--- src/rtl/hist_builder_mp_pkg.sv ---
// Shared definitions for the multi-pixel histogram builder: default widths,
// binning mode encodings and FSM state encoding.
package hist_builder_mp_pkg;

   localparam int NP_DEF         = 10;
   localparam int NB_DEF         = 4;
   localparam int PIXELS_DEF     = 3;
   localparam int CNT_W_DEF      = 8;
   localparam int FINE_SHIFT_DEF = 2;

   localparam logic MODE_COARSE = 1'b0;
   localparam logic MODE_FINE   = 1'b1;

   typedef enum logic [2:0] {
      ST_IDLE  = 3'd0,
      ST_ACQ   = 3'd1,
      ST_DRAIN = 3'd2,
      ST_OUT   = 3'd3,
      ST_CLEAR = 3'd4
   } state_e;

   function automatic logic [15:0] sat_inc16(input logic [15:0] v);
      return (v == 16'hFFFF) ? v : v + 16'd1;
   endfunction

endpackage

--- src/rtl/hist_builder_mp_bin_map.sv ---
// Timestamp to bin mapping: coarse takes the MSBs of the full range, fine zooms
// into a window starting at fine_base. Also returns the absolute bin start.
module hist_builder_mp_bin_map
   import hist_builder_mp_pkg::*;
#(
   parameter int NP         = NP_DEF,
   parameter int NB         = NB_DEF,
   parameter int FINE_SHIFT = FINE_SHIFT_DEF
) (
   input  logic [NP-1:0] data,
   input  logic          mode,
   input  logic [NP-1:0] fine_base,
   output logic [NB-1:0] bin,
   output logic          in_range,
   output logic [NP-1:0] bin_abs
);

   logic [NP-1:0] diff;
   logic [NP-1:0] zoom;

   always_comb begin
      diff = data - fine_base;
      zoom = diff >> FINE_SHIFT;
      if (mode == MODE_FINE) begin
         bin      = zoom[NB-1:0];
         // data below the base would wrap diff, so it is rejected explicitly
         in_range = (data >= fine_base) && ((zoom >> NB) == '0);
         bin_abs  = fine_base + (NP'(zoom[NB-1:0]) << FINE_SHIFT);
      end else begin
         bin      = data[NP-1 -: NB];
         in_range = 1'b1;
         bin_abs  = {data[NP-1 -: NB], {(NP-NB){1'b0}}};
      end
   end

endmodule

--- src/rtl/hist_builder_mp.sv ---
// Multi-pixel dToF histogram builder: bins timestamps per pixel, tracks each
// pixel's peak online, streams one peak record per pixel, then clears.
module hist_builder_mp
   import hist_builder_mp_pkg::*;
#(
   parameter int NP         = NP_DEF,
   parameter int NB         = NB_DEF,
   parameter int PIXELS     = PIXELS_DEF,
   parameter int CNT_W      = CNT_W_DEF,
   parameter int FINE_SHIFT = FINE_SHIFT_DEF,
   parameter int PIX_W      = $clog2(PIXELS)
) (
   input  logic             clk,
   input  logic             res,
   input  logic             acq_start,
   input  logic             acq_stop,
   input  logic             mode,
   input  logic [NP-1:0]    fine_base,
   input  logic             wr_en,
   input  logic [PIX_W-1:0] pix_id,
   input  logic [NP-1:0]    data,
   output logic             busy,
   output logic             peak_valid,
   input  logic             peak_ready,
   output logic [PIX_W-1:0] peak_pix,
   output logic [NP-1:0]    peak_bin,
   output logic [CNT_W-1:0] peak_cnt,
   output logic [15:0]      drop_cnt,
   output logic             done
);

   // state | meaning
   // IDLE  | waiting for acq_start; bins and peaks already zero
   // ACQ   | timestamps enter the S0/S1 pipeline
   // DRAIN | one cycle so an event still in S0 lands in the bins
   // OUT   | one peak record per pixel over valid/ready
   // CLEAR | zero one bin index per cycle, clr_q counting down to 0

   localparam int NBINS = 2**NB;

   state_e           state_q, state_d;
   logic             mode_q, mode_d;
   logic [NP-1:0]    base_q, base_d;
   logic [15:0]      drop_q, drop_d;
   logic             s0_valid_q, s0_valid_d;
   logic [PIX_W-1:0] s0_pix_q, s0_pix_d;
   logic [NB-1:0]    s0_bin_q, s0_bin_d;
   logic [NP-1:0]    s0_abs_q, s0_abs_d;
   logic [CNT_W-1:0] bins_q [PIXELS][NBINS];
   logic [CNT_W-1:0] bins_d [PIXELS][NBINS];
   logic [CNT_W-1:0] pk_cnt_q [PIXELS];
   logic [CNT_W-1:0] pk_cnt_d [PIXELS];
   logic [NP-1:0]    pk_abs_q [PIXELS];
   logic [NP-1:0]    pk_abs_d [PIXELS];
   logic [PIX_W-1:0] out_idx_q, out_idx_d;
   logic [NB-1:0]    clr_q, clr_d;
   logic             done_q, done_d;

   logic [NB-1:0]    map_bin;
   logic             map_in_range;
   logic [NP-1:0]    map_abs;
   logic             pix_ok;
   logic             out_last;
   logic [CNT_W-1:0] cur_cnt;
   logic [CNT_W-1:0] nxt_cnt;

   hist_builder_mp_bin_map #(
      .NP         (NP),
      .NB         (NB),
      .FINE_SHIFT (FINE_SHIFT)
   ) u_bin_map (
      .data      (data),
      .mode      (mode_q),
      .fine_base (base_q),
      .bin       (map_bin),
      .in_range  (map_in_range),
      .bin_abs   (map_abs)
   );

   assign pix_ok   = (32'(pix_id) < PIXELS);
   assign out_last = (out_idx_q == PIX_W'(PIXELS - 1));

   always_comb begin
      state_d    = state_q;
      mode_d     = mode_q;
      base_d     = base_q;
      drop_d     = drop_q;
      s0_valid_d = 1'b0;
      s0_pix_d   = s0_pix_q;
      s0_bin_d   = s0_bin_q;
      s0_abs_d   = s0_abs_q;
      bins_d     = bins_q;
      pk_cnt_d   = pk_cnt_q;
      pk_abs_d   = pk_abs_q;
      out_idx_d  = out_idx_q;
      clr_d      = clr_q;
      done_d     = 1'b0;
      cur_cnt    = bins_q[s0_pix_q][s0_bin_q];
      nxt_cnt    = cur_cnt + CNT_W'(1);

      case (state_q)
         ST_IDLE: begin
            if (acq_start) begin
               state_d = ST_ACQ;
               mode_d  = mode;
               base_d  = fine_base;
               drop_d  = '0;
            end
         end
         ST_ACQ: begin
            if (acq_stop) state_d = ST_DRAIN;
         end
         ST_DRAIN: begin
            state_d   = ST_OUT;
            out_idx_d = '0;
         end
         ST_OUT: begin
            if (peak_ready) begin
               if (out_last) begin
                  state_d = ST_CLEAR;
                  clr_d   = '1;
               end else begin
                  out_idx_d = out_idx_q + PIX_W'(1);
               end
            end
         end
         ST_CLEAR: begin
            for (int p = 0; p < PIXELS; p++) begin
               bins_d[p][clr_q] = '0;
               pk_cnt_d[p]      = '0;
               pk_abs_d[p]      = '0;
            end
            if (clr_q == '0) begin
               state_d = ST_IDLE;
               done_d  = 1'b1;
            end else begin
               clr_d = clr_q - NB'(1);
            end
         end
         default: state_d = ST_IDLE;
      endcase

      if (state_q == ST_ACQ && wr_en) begin
         if (map_in_range && pix_ok) begin
            s0_valid_d = 1'b1;
            s0_pix_d   = pix_id;
            s0_bin_d   = map_bin;
            s0_abs_d   = map_abs;
         end else begin
            drop_d = sat_inc16(drop_q);
         end
      end

      // S1 read-modify-write; a saturated bin neither changes nor moves the peak
      if (s0_valid_q && cur_cnt != '1) begin
         bins_d[s0_pix_q][s0_bin_q] = nxt_cnt;
         if (nxt_cnt > pk_cnt_q[s0_pix_q]) begin
            pk_cnt_d[s0_pix_q] = nxt_cnt;
            pk_abs_d[s0_pix_q] = s0_abs_q;
         end
      end
   end

   always_ff @(posedge clk) begin
      if (res) begin
         state_q    <= ST_IDLE;
         mode_q     <= MODE_COARSE;
         base_q     <= '0;
         drop_q     <= '0;
         s0_valid_q <= 1'b0;
         s0_pix_q   <= '0;
         s0_bin_q   <= '0;
         s0_abs_q   <= '0;
         bins_q     <= '{default: '0};
         pk_cnt_q   <= '{default: '0};
         pk_abs_q   <= '{default: '0};
         out_idx_q  <= '0;
         clr_q      <= '0;
         done_q     <= 1'b0;
      end else begin
         state_q    <= state_d;
         mode_q     <= mode_d;
         base_q     <= base_d;
         drop_q     <= drop_d;
         s0_valid_q <= s0_valid_d;
         s0_pix_q   <= s0_pix_d;
         s0_bin_q   <= s0_bin_d;
         s0_abs_q   <= s0_abs_d;
         bins_q     <= bins_d;
         pk_cnt_q   <= pk_cnt_d;
         pk_abs_q   <= pk_abs_d;
         out_idx_q  <= out_idx_d;
         clr_q      <= clr_d;
         done_q     <= done_d;
      end
   end

   assign busy       = (state_q != ST_IDLE);
   assign peak_valid = (state_q == ST_OUT);
   assign peak_pix   = peak_valid ? out_idx_q : '0;
   assign peak_cnt   = peak_valid ? pk_cnt_q[out_idx_q] : '0;
   assign peak_bin   = peak_valid ? pk_abs_q[out_idx_q] : '0;
   assign drop_cnt   = drop_q;
   assign done       = done_q;

endmodule

--- config.mk ---
export PLATFORM = sky130hd
export DESIGN_NAME = hist_builder_mp
export DESIGN_NICKNAME = d
export VERILOG_FILES = /design/src/rtl/hist_builder_mp_pkg.sv /design/src/rtl/hist_builder_mp_bin_map.sv /design/src/rtl/hist_builder_mp.sv
export SDC_FILE = /design/constraint.sdc
export NUM_CORES = 1
export LEC_CHECK = 0
export CAP_MARGIN = 30
export CORE_ASPECT_RATIO = 0.75
export CORE_MARGIN = 2
export CORE_UTILIZATION = 25
export DETAILED_ROUTE_END_ITERATION = 16
export PLACE_DENSITY = 0.4
export SLEW_MARGIN = 20
export SYNTH_ARGS = -nofsm -noshare
export SYNTH_HDL_FRONTEND = slang
export SYNTH_SLANG_ARGS = --single-unit
--- constraint.sdc ---
create_clock -name clk -period 4.67 [get_ports clk]
set_input_delay 1.401 -clock clk [delete_from_list [all_inputs] [get_ports clk]]
set_output_delay 1.401 -clock clk [all_outputs]
set_load 0.02 [all_outputs]
=== After elaboration in Yosys (flattened, before gate mapping) ===
Index checks and enable logic that the tools add are counted.

* Bits in registers: 492

* Add/subtract/negate cells: 6
* Magnitude comparators: 10
* Equal/unequal tests: 15
* Mux-type cells: 62
* Bitwise gates (word level): 10
* Reduce and logical (&&, ||, !) cells: 20

{| class="wikitable"
|+ Operator list
! kind !! number
|-
| $mux W384 || 2
|-
| $and A128 B128 Y128 || 3
|-
| $bwmux W384 || 1
|-
| $mux W128 || 3
|-
| $bmux W128 S2 || 1
|-
| $demux W128 S2 || 1
|-
| $not A128 Y128 || 1
|-
| $mux W30 || 3
|-
| $mux W16 || 5
|-
| $mux W8 || 10
|-
| $mux W24 || 3
|-
| $demux W8 S4 || 2
|-
| $mux W10 || 5
|-
| $bmux W8 S2 || 2
|-
| $bmux W8 S4 || 1
|-
| $bwmux W30 || 1
|-
| $bwmux W24 || 1
|-
| $bmux W10 S2 || 1
|-
| $demux W10 S2 || 1
|-
| $add A16 B1 Y16 const B || 1
|-
| $demux W8 S2 || 1
|-
| $eq A16 B16 Y1 const B || 1
|-
| $mux W4 || 4
|-
| $mux W3 || 5
|-
| other kinds (39) || 64
|}

=== Logic depth before layout (Yosys ltp) ===
* Depth in word-level cells: 11
* Depth in mapped cells: 26

=== By module ===
A second synthesis with hierarchy kept.

* Cell total of the unflattened synthesis: 3016
* Area, all modules: 26271.4 sq um

{| class="wikitable"
|+ By module, submodules not included
! module !! times used !! cells an instance !! area each (sq um) !! seq. area each (sq um)
|-
| hist_builder_mp || 1 || 2902 || 25491.9 || 9849.4
|-
| hist_builder_mp_bin_map || 1 || 114 || 779.5 || 0.0
|}

=== Worst setup path before layout ===
OpenSTA, ideal clock, no wires.

* Path type: register to register
* Start point: register s0_pix_q[0]
* End point: register pk_cnt_q[1] in the netlist's numbering
* Setup time: 0.070 ns
* Arrival time: 4.860 ns
* Setup slack: -0.261 ns
* Stages on the path, launching flop included: 22
* Path buffers: 5
* Clock period less this slack: 4.931 ns
* Cells stage by stage: dfxtp_1 > buf_2 > buf_6 > mux2_1 > a221oi_1 > a21oi_1 > a211o_1 > or4_1 > ha_1 > nand3_2 > o21ai_1 > clkbuf_1 > and2_1 > ha_1 > nand4_1 > o21ai_0 > o21ai_0 > clkbuf_1 > nor2_1 > clkbuf_1 > nand3_1 > a21oi_1

* Longest elaborated chain between the ends: 11
* Elaborated cells between the ends (all ways): 22
* Classes of those cells: add/sub (1); order compare (3); eq/ne (1); mux (14); bitwise (1); reduce/logical (2)

{| class="wikitable"
|+ Ends and longest elaborated chain
! element !! line !! text
|-
| from (decl) || hist_builder_mp.sv:46 || <nowiki>logic [PIX_W-1:0] s0_pix_q, s0_pix_d;</nowiki>
|-
| from (signal assigned) || hist_builder_mp.sv:186 || <nowiki>s0_pix_q <= s0_pix_d;</nowiki>
|-
| $not A2 Y3 (not written as such) * || hist_builder_mp.sv:98, hist_builder_mp.sv:157, hist_builder_mp.sv:158 ||
|-
| $bmux W128 S2 || hist_builder_mp.sv:98 || <nowiki>cur_cnt = bins_q[s0_pix_q][s0_bin_q];</nowiki>
|-
| $mux W128 (not written as such) (2 in a row) || hist_builder_mp.sv:98 ||
|-
| $bmux W8 S4 || hist_builder_mp.sv:98 ||
|-
| $mux W8 (not written as such) (2 in a row) || hist_builder_mp.sv:98 ||
|-
| $add A8 B1 Y8 || hist_builder_mp.sv:99 || <nowiki>nxt_cnt = cur_cnt + CNT_W'(1);</nowiki>
|-
| $gt A8 B8 Y1 / $bwmux W24 (equally long branches) || hist_builder_mp.sv:157, hist_builder_mp.sv:158 ||
|-
| $mux W24 || hist_builder_mp.sv:157 || <nowiki>if (nxt_cnt > pk_cnt_q[s0_pix_q]) begin</nowiki>
|-
| $mux W24 * || hist_builder_mp.sv:155 || <nowiki>if (s0_valid_q && cur_cnt != '1) begin</nowiki>
|-
| to (signal assigned) || hist_builder_mp.sv:190 || <nowiki>pk_cnt_q <= pk_cnt_d;</nowiki>
|-
| to (decl) || hist_builder_mp.sv:51 || <nowiki>logic [CNT_W-1:0] pk_cnt_q [PIXELS];</nowiki>
|}

Every way passes the cells marked *; elsewhere a longest branch is shown, timed or not. The select of a mux whose other input is x is not followed.
A chain may end at the register's enable or synchronous reset.

=== Final worst setup path ===
* Start point: register s0_pix_q[0]
* End point: register pk_cnt_q[20] in the netlist's numbering

The elaborated chain is that of the path after synthesis.

==> metrics.yaml <==
grt:
  grt_pass1_wl_um: 179000
  overflow: 0
  gr-usage-all-layers_pct: 21.9
  antenna_found_initial: 2
  first_global_vias: 25200
  grt_start_max_net_pins: 128
route:
  routed_via_density: 5.69
  drtIter0Drc: 2530
  drc: 0
  drt-total-wl_um: 123000
  wl_per_cell_um: 26.1
  routed-via-count: 26800
  final_antenna_net_count: 0
  dr.pass1.iters: 5
finish:
  fin_nets: 3329
  final_layout_size_suffix_gt1_share_pct: 15.6
  n_antenna_cell: 0
  design_area_sq_mm: 0.0327
  areaGrowthSynthToFinish_pct: 24.4
  mostFrequentLayoutCell: "a21oi_1"
  layout_common_cells: "a21oi_1, dfxtp_1, o211ai_1"
  fin_cells: 4713
worst_setup_path:
  ff2ff_path_depth: 21
  critical-path-slowest-cell: "mux4_2"
  crit_path_end_kind: "register"
  cp_slowest_stage_delay_ps: 560
  crit_start: "s0_pix_q[0]"
  path_cells: "buf_4 > buf_6 > buf_12 > mux2_4 > a22oi_2 > mux4_2 > mux4_2 > a31oi_4 > nand4_4 > or3_4 > and2_4 > ha_4 > nand4_1 > o21ai_1 > buf_4 > o21a_4 > buf_12 > nand2_8 > clkbuf_16 > o211ai_1 > a21oi_1"
  r2r_slack_ps: 30
  r2r_end: "pk_cnt_q[20]"
  critPathCapture: "pk_cnt_q[20]"
  crit_fanout: 10
  cp-start-kind: "register"
  crit_family: "multiplexers"
  rr_startpoint: "s0_pix_q[0]"
  path_depth: 21
  cp_data_arrival_time_ps: 5150
  crit_buf_inv: 6
  cp.required_ps: 5180
  path_class: "reg -> reg"
logic_synthesis:
  synthArstFlopShare_pct: 0
  ys_seq_area_share_pct: 37.5
  syn_inst: 3213
  postSynthAreaPerCell_sq_um: 8.17
  synth_warnings: 0
  ys_ff_latch: 492
  synth_cell_types: 76
  synth_ff_type: "dfxtp_1"
  syn-cell-area_sq_mm: 0.0263
  syn_nets: 3272
  synth_edf_count: 0
clock_tree:
  hold_buffers: 0
  clkSinkCount: 492
  cts-buffers-inserted: 54
  path_clk_slew_ps: 70
  htreeDepth: 2
  clk_latency_ps: 640
  clock_path_buffers: 3
  cts_tree: "built"
  cts-root-buf: "clkbuf_16"
power:
  cellLeakagePower_uw: 0.0101
  vdd_drop_max_v: 0.000273
  p_sw_uw: 2610
  powerDensity_mw_per_mm2: 300
  p_seq_share_pct: 43.3
  p_int_uw: 7180
  power_frac_clock_pct: 46.3
  switching_share_pct: 26.7
  combPwrFrac_pct: 10.3
run:
  cap_violations: 0
timing:
  timing.final.crit_share_pct: 99.4
  hold_viol: 0
  fin_hold_ws_ps: 482
  rsz0062_at_grt: "yes"
  tightest_slew_ps: 1070
  fmax_ghz: 0.215
  setup_viol: 0
  fin_crit_ps: 4640
  relSlewSlack_pct: 28.6
  drv_slew: 0
  clock_skew_ps: 39.0
placement:
  dp_hpwl_um: 76900
  gp_congestion: 0.864
  numPortBuffers: 67
  placed_cell_area_sq_mm: 0.0298
  dp_cells: 4584
min_path:
  hold_class: "reg -> reg"
outcome:
  outcome: "finished clean"
floorplan:
  die-area_sq_mm: 0.108
  floorplan.initialDensity_pct: 25.3
  die_h_um: 285
  coreArea_sq_mm: 0.104
  num_rows: 102
  die_x_um: 378
  io-pin-count: 68
## worst min-delay path by stage
stage	from	to	cells past startpoint
detailed placement	bins_q[78]	bins_q[78]	2
floorplan	base_q[8]	base_q[8]	2
global placement	bins_q[78]	bins_q[78]	2
CTS	bins_q[78]	bins_q[78]	2
global route	bins_q[221]	bins_q[221]	2
finish	bins_q[78]	bins_q[78]	2
## registers in the layout (all words and copies together) (netlist names)
name        count
base_q         10
bins_q        384
clr_q           4
done            1
drop_cnt       16
mode_q          1
out_idx_q       2
pk_abs_q       30
pk_cnt_q       24
s0_abs_q       10
s0_bin_q        4
s0_pix_q        2
s0_valid_q      1
state_q         3
## metal layers
metal	vias up	routed length, um	GRT usage (%)
li1	12300	-	-
met4	2	2410	4.80
met3	142	9950	5.11
met5	-	20	0.135
met2	937	48200	28.8
met1	13400	62200	34.8
## per-stage QoR
step | utilization, % | worst slack, ps | power (uW) | TNS, ps
4_1_cts | 30.6 | 12.3 | 9760 | 0
6_report | 31.5 | 29.3 | 9790 | 0
2_1_floorplan | - | 13.7 | 4770 | 0
3_5_place_dp | 28.7 | -176 | 5200 | -6730
5_1_grt | 31.5 | -78.1 | 10100 | -1640
3_3_place_gp | 28.7 | -138 | 5210 | -6370
## cell usage after synthesis, types with 11 or more instances
master / number / area [sq um]
a21oi_1: 524 / 2620
dfxtp_1: 492 / 9850
o211ai_1: 394 / 2960
nand3_1: 370 / 1850
clkbuf_1: 231 / 867
nor2_1: 159 / 597
nand4_1: 121 / 757
nand2_1: 112 / 420
mux2i_1: 104 / 1040
buf_2: 96 / 480
o21ai_0: 66 / 330
a22oi_1: 50 / 375
o311ai_0: 45 / 394
nand3b_1: 40 / 300
mux2_1: 38 / 428
ha_1: 29 / 363
buf_4: 28 / 210
inv_1: 26 / 97.6
nor2b_1: 24 / 150
o21ai_1: 21 / 105
and2_1: 20 / 125
nor3_1: 20 / 100
a221oi_1: 14 / 123
mux2_2: 14 / 158
buf_1: 12 / 45.0
xnor2_1: 12 / 105
a211oi_1: 11 / 82.6
buf_6: 11 / 124
nand2b_1: 11 / 68.8
## cell type report
class | count | area [sq um]
fillers | 11100 | 71000
clock buffers | 81 | 1580
clock inverters | 14 | 203
flip-flops and latches | 492 | 9860
multi-input cells | 2316 | 15200
inverters | 27 | 101
well taps | 1404 | 1760
repair buffers | 379 | 4000
## worst register-to-register path, stage by stage, from the launching register on
cell       delay (ps)
dfxtp_4           400
buf_4             160
buf_6             120
buf_12            140
mux2_4            200
a22oi_2            60
mux4_2            560
mux4_2            540
a31oi_4           190
nand4_4           110
or3_4             400
and2_4            180
ha_4              260
nand4_1           100
o21ai_1           190
buf_4             150
o21a_4            160
buf_12            120
nand2_8            60
clkbuf_16         180
o211ai_1          160
a21oi_1            90
## what timing repair did
action | 4_1_cts | 5_1_grt
setup buffers | 0 | 20
resized for setup | 18 | 111
pin swaps | 1 | 27
endpoints found under the setup margin | 54 | 54
cloned | 1 | 8
## cell families (layout without fill, tap and decap cells)
group | count (synthesis) | count (layout) | share of synthesized area, %
buf+inv | 405 | 501 | 6.96
compound gates | 1196 | 1196 | 29.0
fa+ha+maj | 30 | 30 | 1.46
flops | 492 | 492 | 37.5
simple gates | 911 | 911 | 17.6
xor+xnor | 14 | 14 | 0.496
mux | 165 | 165 | 6.97
## power by group through the flow
stage / Combinational (uW) / Sequential (uW) / Clock (uW)
finish: 1010 / 4240 / 4530
global placement: 873 / 4340 / 0
floorplan: 458 / 4310 / 0
CTS: 884 / 4240 / 4630
detailed placement: 866 / 4340 / 0
global route: 1060 / 4240 / 4790
Note: power is estimated with default switching activity, not from simulation.
